===== src/rtl/cp0_exception_sequencer.sv =====
// -----------------------------------------------------------------------------
// cp0_exception_sequencer
//
// Control FSM sitting between the writeback stage and coprocessor 0. It spots
// a committing exception, a pending interrupt or an ERET in WB, sends one
// commit strobe to CP0, and flushes the pipeline for a fixed drain window.
// It then presents a redirect PC to IF and holds it until IF accepts it.
// This block is the only source of the exception_valid and eret_flush strobes
// that CP0 sees.
//
// Ports
//   clock, reset            : rising-edge clock, synchronous active-high reset
//   wb_valid                : WB holds a committing instruction
//   wb_exception_valid/code : synchronous exception raised by the WB instruction
//   wb_eret                 : WB instruction is ERET
//   wb_pc, wb_in_delay_slot : PC and delay-slot flag of the WB instruction
//   cp0_status/cause/epc    : current CP0 Status, Cause and EPC
//   cp0_exception_valid     : one-cycle exception commit strobe
//   cp0_eret_flush          : one-cycle ERET strobe
//   cp0_exception_code/address/in_delay_slot : fields latched at the event
//   pipeline_flush          : kill every instruction in IF..WB
//   redirect_valid/pc       : fetch redirect presented to IF
//   if_ready                : IF accepts the redirect this cycle
//   busy                    : sequencer is not idle
// -----------------------------------------------------------------------------
module cp0_exception_sequencer #(
   parameter logic [31:0] EXCEPTION_VECTOR   = 32'hbfc00380,
   parameter int unsigned FLUSH_CYCLES       = 2,
   parameter logic [4:0]  INT_EXCEPTION_CODE = 5'h00
) (
   input  logic        clock,
   input  logic        reset,
   input  logic        wb_valid,
   input  logic        wb_exception_valid,
   input  logic [4:0]  wb_exception_code,
   input  logic        wb_eret,
   input  logic [31:0] wb_pc,
   input  logic        wb_in_delay_slot,
   input  logic [31:0] cp0_status,
   input  logic [31:0] cp0_cause,
   input  logic [31:0] cp0_epc,
   output logic        cp0_exception_valid,
   output logic        cp0_eret_flush,
   output logic [4:0]  cp0_exception_code,
   output logic [31:0] cp0_exception_address,
   output logic        cp0_in_delay_slot,
   output logic        pipeline_flush,
   output logic        redirect_valid,
   output logic [31:0] redirect_pc,
   input  logic        if_ready,
   output logic        busy
);

   // The counter is preloaded with FLUSH_CYCLES-1 so that the DRAIN state,
   // which exits when the counter reads zero, lasts exactly FLUSH_CYCLES cycles.
   localparam logic [3:0] DRAIN_LOAD = 4'(FLUSH_CYCLES - 1);

   typedef enum logic [1:0] {
      ST_IDLE     = 2'd0,
      ST_COMMIT   = 2'd1,
      ST_DRAIN    = 2'd2,
      ST_REDIRECT = 2'd3
   } state_e;

   state_e      state_q, state_d;
   logic [3:0]  cnt_q, cnt_d;
   logic        is_eret_q, is_eret_d;
   logic [4:0]  code_q, code_d;
   logic [31:0] addr_q, addr_d;
   logic        ds_q, ds_d;
   logic [31:0] rpc_q, rpc_d;
   logic        exc_valid_q, exc_valid_d;
   logic        eret_flush_q, eret_flush_d;
   logic        flush_q, flush_d;
   logic        rvalid_q, rvalid_d;
   logic        busy_q, busy_d;
   logic        int_pend_s;

   // Interrupt pending: enabled, not already in exception level, and at least one unmasked IP line.
   assign int_pend_s = cp0_status[0] & ~cp0_status[1] & (|(cp0_status[15:8] & cp0_cause[15:8]));

   // Next-state, latched fields and next registered output values.
   always_comb begin
      state_d   = state_q;
      cnt_d     = cnt_q;
      is_eret_d = is_eret_q;
      code_d    = code_q;
      addr_d    = addr_q;
      ds_d      = ds_q;
      rpc_d     = rpc_q;

      case (state_q)
         ST_IDLE: begin
            if (wb_valid && (int_pend_s || wb_exception_valid || wb_eret)) begin
               state_d = ST_COMMIT;
               addr_d  = wb_pc;
               ds_d    = wb_in_delay_slot;
               // Interrupt outranks a synchronous exception, which outranks ERET.
               if (int_pend_s) begin
                  is_eret_d = 1'b0;
                  code_d    = INT_EXCEPTION_CODE;
               end else if (wb_exception_valid) begin
                  is_eret_d = 1'b0;
                  code_d    = wb_exception_code;
               end else begin
                  is_eret_d = 1'b1;
               end
            end else begin
               state_d = ST_IDLE;
            end
         end
         ST_COMMIT: begin
            cnt_d   = DRAIN_LOAD;
            state_d = ST_DRAIN;
         end
         ST_DRAIN: begin
            if (cnt_q == 4'd0) begin
               state_d = ST_REDIRECT;
               // EPC is sampled only now so that any earlier MTC0 EPC write has landed.
               if (is_eret_q) begin
                  rpc_d = cp0_epc;
               end else begin
                  rpc_d = EXCEPTION_VECTOR;
               end
            end else begin
               cnt_d = cnt_q - 4'd1;
            end
         end
         ST_REDIRECT: begin
            if (if_ready) begin
               state_d = ST_IDLE;
            end else begin
               state_d = ST_REDIRECT;
            end
         end
         default: begin
            state_d = ST_IDLE;
         end
      endcase

      // Outputs are registered decodes of the state being entered.
      exc_valid_d  = (state_d == ST_COMMIT) && !is_eret_d;
      eret_flush_d = (state_d == ST_COMMIT) && is_eret_d;
      flush_d      = (state_d == ST_COMMIT) || (state_d == ST_DRAIN);
      rvalid_d     = (state_d == ST_REDIRECT);
      busy_d       = (state_d != ST_IDLE);
   end

   // State, latched fields and output registers with synchronous reset.
   always_ff @(posedge clock) begin
      if (reset) begin
         state_q      <= ST_IDLE;
         cnt_q        <= 4'd0;
         is_eret_q    <= 1'b0;
         code_q       <= 5'd0;
         addr_q       <= 32'd0;
         ds_q         <= 1'b0;
         rpc_q        <= 32'd0;
         exc_valid_q  <= 1'b0;
         eret_flush_q <= 1'b0;
         flush_q      <= 1'b0;
         rvalid_q     <= 1'b0;
         busy_q       <= 1'b0;
      end else begin
         state_q      <= state_d;
         cnt_q        <= cnt_d;
         is_eret_q    <= is_eret_d;
         code_q       <= code_d;
         addr_q       <= addr_d;
         ds_q         <= ds_d;
         rpc_q        <= rpc_d;
         exc_valid_q  <= exc_valid_d;
         eret_flush_q <= eret_flush_d;
         flush_q      <= flush_d;
         rvalid_q     <= rvalid_d;
         busy_q       <= busy_d;
      end
   end

   assign cp0_exception_valid   = exc_valid_q;
   assign cp0_eret_flush        = eret_flush_q;
   assign cp0_exception_code    = code_q;
   assign cp0_exception_address = addr_q;
   assign cp0_in_delay_slot     = ds_q;
   assign pipeline_flush        = flush_q;
   assign redirect_valid        = rvalid_q;
   assign redirect_pc           = rpc_q;
   assign busy                  = busy_q;

endmodule


===== config.mk =====
export PLATFORM = sky130hd
export DESIGN_NAME = cp0_exception_sequencer
export DESIGN_NICKNAME = d
export VERILOG_FILES = /design/src/rtl/cp0_exception_sequencer.sv
export SDC_FILE = /design/constraint.sdc
export NUM_CORES = 1
export LEC_CHECK = 0
export CAP_MARGIN = 10
export CORE_UTILIZATION = 40
export CTS_CLUSTER_DIAMETER = 30
export DETAILED_ROUTE_END_ITERATION = 7
export PLACE_DENSITY = 0.95
export SYNTH_ARGS = -nofsm -noshare
export SYNTH_HDL_FRONTEND = slang
export SYNTH_SLANG_ARGS = --single-unit

===== constraint.sdc =====
create_clock -name clock -period 4.9 [get_ports clock]
set_input_delay 0.98 -clock clock [delete_from_list [all_inputs] [get_ports clock]]
set_output_delay 0.98 -clock clock [all_outputs]
set_load 0.03 [all_outputs]

==> flow_metrics.py <==
metrics = {
    "placed_design": {
        "numPortBuffers": 168,
        "gp_congestion": 0.705,
        "hpwl_um": 6600,
    },
    "logic_synthesis": {
        "syn_nets": 523,
        "seq_area_frac_synth": 0.462,
        "synth_seq_cells": 82,
        "synth_area_um2": 3550,
        "ys_warn_count": 0,
        "synth_area_per_cell_um2": 9.37,
        "postSynthCellCount": 379,
        "synth_cell_types": 35,
    },
    "sta": {
        "fin_skew_ns": 0.0106,
        "min_period_over_period": 0.607,
        "tightestPinTransition_ns": 1.07,
        "setup_tns_ns": 0,
        "final_hold_viol_count": 0,
        "relSlewSlack": 0.285,
        "grt_setup_unrepaired": "no",
        "min_period_ns": 2.98,
        "holdWs_ns": 0.451,
        "finalSetupViolCount": 0,
        "maxSlewViolCount": 0,
        "max_freq_mhz": 336,
    },
    "finish": {
        "area_growth_pct": 54.6,
        "final_common_cell": "clkdlybuf4s50_1",
        "nNetsFinal": 677,
        "final_cell_mix": "clkdlybuf4s50_1 (167), dfxtp_1 (82), nand2b_1 (68)",
        "fillers": 683,
        "antenna_cells": 0,
        "drive_gt1_frac": 0.0652,
    },
    "pwr": {
        "power_density_nw_per_um2": 323,
        "max-vdd-ir-drop_uv": 174,
        "p_leak_nw": 2.06,
    },
    "flow_run": {
        "drv_cap": 0,
    },
    "setup_path": {
        "critPathTopFamily": "compound AO/OA/AOI/OAI gates",
        "cp.arrival_ns": 3.24,
        "crit_path_cell_trace": "clkdlybuf4s50_1, a22oi_1, a41oi_1, o31ai_4, buf_4, mux2i_1",
        "critPathRequiredTime_ns": 5.16,
        "crit_buf_inv": 2,
        "cp-end-kind": "flip-flop",
        "critPathLaunchType": "input pin",
        "worst_path_largest_cell_delay_ns": 0.56,
        "cp_max_fo": 28,
        "critical_path.slowest_cell": "o31ai_4",
        "critPathKind": "input pin to flip-flop",
    },
    "route": {
        "num_vias": 3202,
        "dr.pass1.iters": 4,
        "antenna_left": 0,
        "drt_iter0_markers": 103,
        "routedWlPerCell_um": 14.1,
        "drt-vias-per-instance": 4.96,
        "totalWireLength_um": 9090,
        "drc": 0,
    },
    "clocking": {
        "clock_sinks": 82,
        "insertion_delay_ns": 0.34,
        "clockRootBuffer": "clkbuf_8",
        "cts_buffer_depth": 2,
        "htreeDepth": 3,
        "holdBufCountCts": 0,
        "cts_tree": "yes",
        "postCtsResizedCells": 0,
        "cts_buffers": 9,
        "postCtsSetupBuffers": 0,
        "path_clk_slew_ns": 0.08,
    },
    "floorplan": {
        "fp-row-count": 34,
        "io-pin-count": 215,
        "dieArea_um2": 9250,
        "die_h_um": 96.2,
        "core_um2": 8640,
        "die_width_um": 96.2,
        "initial_utilization": 0.411,
    },
    "global_routing": {
        "grt_pass1_wl_um": 13800,
        "antenna_found_initial": 0,
        "grt_max_degree": 72,
        "grtUsageTotal": 0.194,
        "first_global_vias": 3150,
        "grt_overflow": 0,
    },
    "min_path": {
        "hp-class": "flip-flop to flip-flop",
    },
    "outcome": {
        "status": "finished clean",
    },
}
synth_stat cells, drive strengths merged:
cell type / number / area, um2
o22a: 1 / 8.76
nor4: 1 / 6.26
a21oi: 23 / 115
o21a: 2 / 15.0
o22ai: 1 / 6.26
buf: 12 / 98.8
o21ai: 4 / 20.0
dfxtp: 82 / 1640
a21o: 1 / 7.51
a41oi: 1 / 8.76
nand3b: 1 / 7.51
nor3b: 16 / 175
mux2i: 38 / 380
a22oi: 4 / 30.0
nor3: 15 / 80.1
nand3: 21 / 105
and2: 2 / 12.5
a32oi: 1 / 8.76
nand2b: 69 / 439
clkbuf: 17 / 63.8
inv: 6 / 22.5
ha: 4 / 50.1
o31ai: 1 / 12.5
nand2: 23 / 86.3
a211oi: 1 / 7.51
a31oi: 2 / 12.5
nor2b: 4 / 25.0
or2: 1 / 6.26
nor2: 24 / 90.1
or3: 1 / 6.26
where the power goes:
part	switching, W	internal, W
clock network	0.000231	0.000349
registers	0.0000373	0.000716
logic	0.000226	0.000215
logic make-up after synthesis:
family,share of synthesized area
simple gates,0.293
flops,0.462
compound gates,0.0712
mux,0.107
buf+inv,0.0522
fa+ha+maj,0.0141
metrics by stage:
step	utilization	setup WS, ns	cell area (um2)	instances	total power [W]
floorplan	-	2.39	3550	379	0.00102
global placement	0.606	1.69	5240	629	0.00119
detailed placement	0.606	1.52	5240	629	0.00121
CTS	0.634	1.89	5480	644	0.00179
global route	0.635	1.82	5490	645	0.00186
finish	0.635	1.92	5490	645	0.00177
worst register-to-register path, stage by stage (launching register included):
cell,delay [ns]
dfxtp_1,0.61
nand2b_1,0.18
nor3_4,0.46
a31oi_1,0.14
nand2_1,0.14
ha_1,0.14
nor2b_1,0.17
nor3b_1,0.19
state kept, by name, indices dropped and copies added, names as in the netlist, 2 cells and up:
signal	flops
state_q	2
redirect_pc	32
cp0_exception_code	5
cp0_exception_address	32
cnt_q	4
path summary, 6_finish.rpt:
| check | endpoint | slack, ns | depth (start not counted) | start |
|---|---|---|---|---|
| worst max-delay path | cp0_exception_address[19] | 1.92 | 6 | cp0_status[8] |
| worst min register to register | redirect_pc[13] | 0.45 | 2 | redirect_pc[13] |
| worst max register to register | cp0_eret_flush | 2.80 | 7 | state_q[1] |
| worst min-delay path | redirect_pc[13] | 0.45 | 2 | redirect_pc[13] |
layer usage:
layer | share of wire | track usage | up-vias | wire [um]
met5 | 0 | 0 | - | 0
met4 | 0.024 | 0.0858 | 0 | 222
met3 | 0.10 | 0.0727 | 24 | 907
met2 | 0.49 | 0.363 | 126 | 4480
met1 | 0.38 | 0.188 | 1483 | 3480
li1 | - | - | 1569 | -
layout make-up:
class / instances / area (um2) / area share
multi-input combinational: 262 / 1740 / 0.317
sequential: 82 / 1640 / 0.299
tap: 108 / 135 / 0.0246
clock inverter: 5 / 103 / 0.0187
inverter: 6 / 22.5 / 0.00410
timing repair buffer: 172 / 1710 / 0.312
clock buffer: 10 / 138 / 0.0251
No activity file was read; power rests on OpenSTA's default activity.
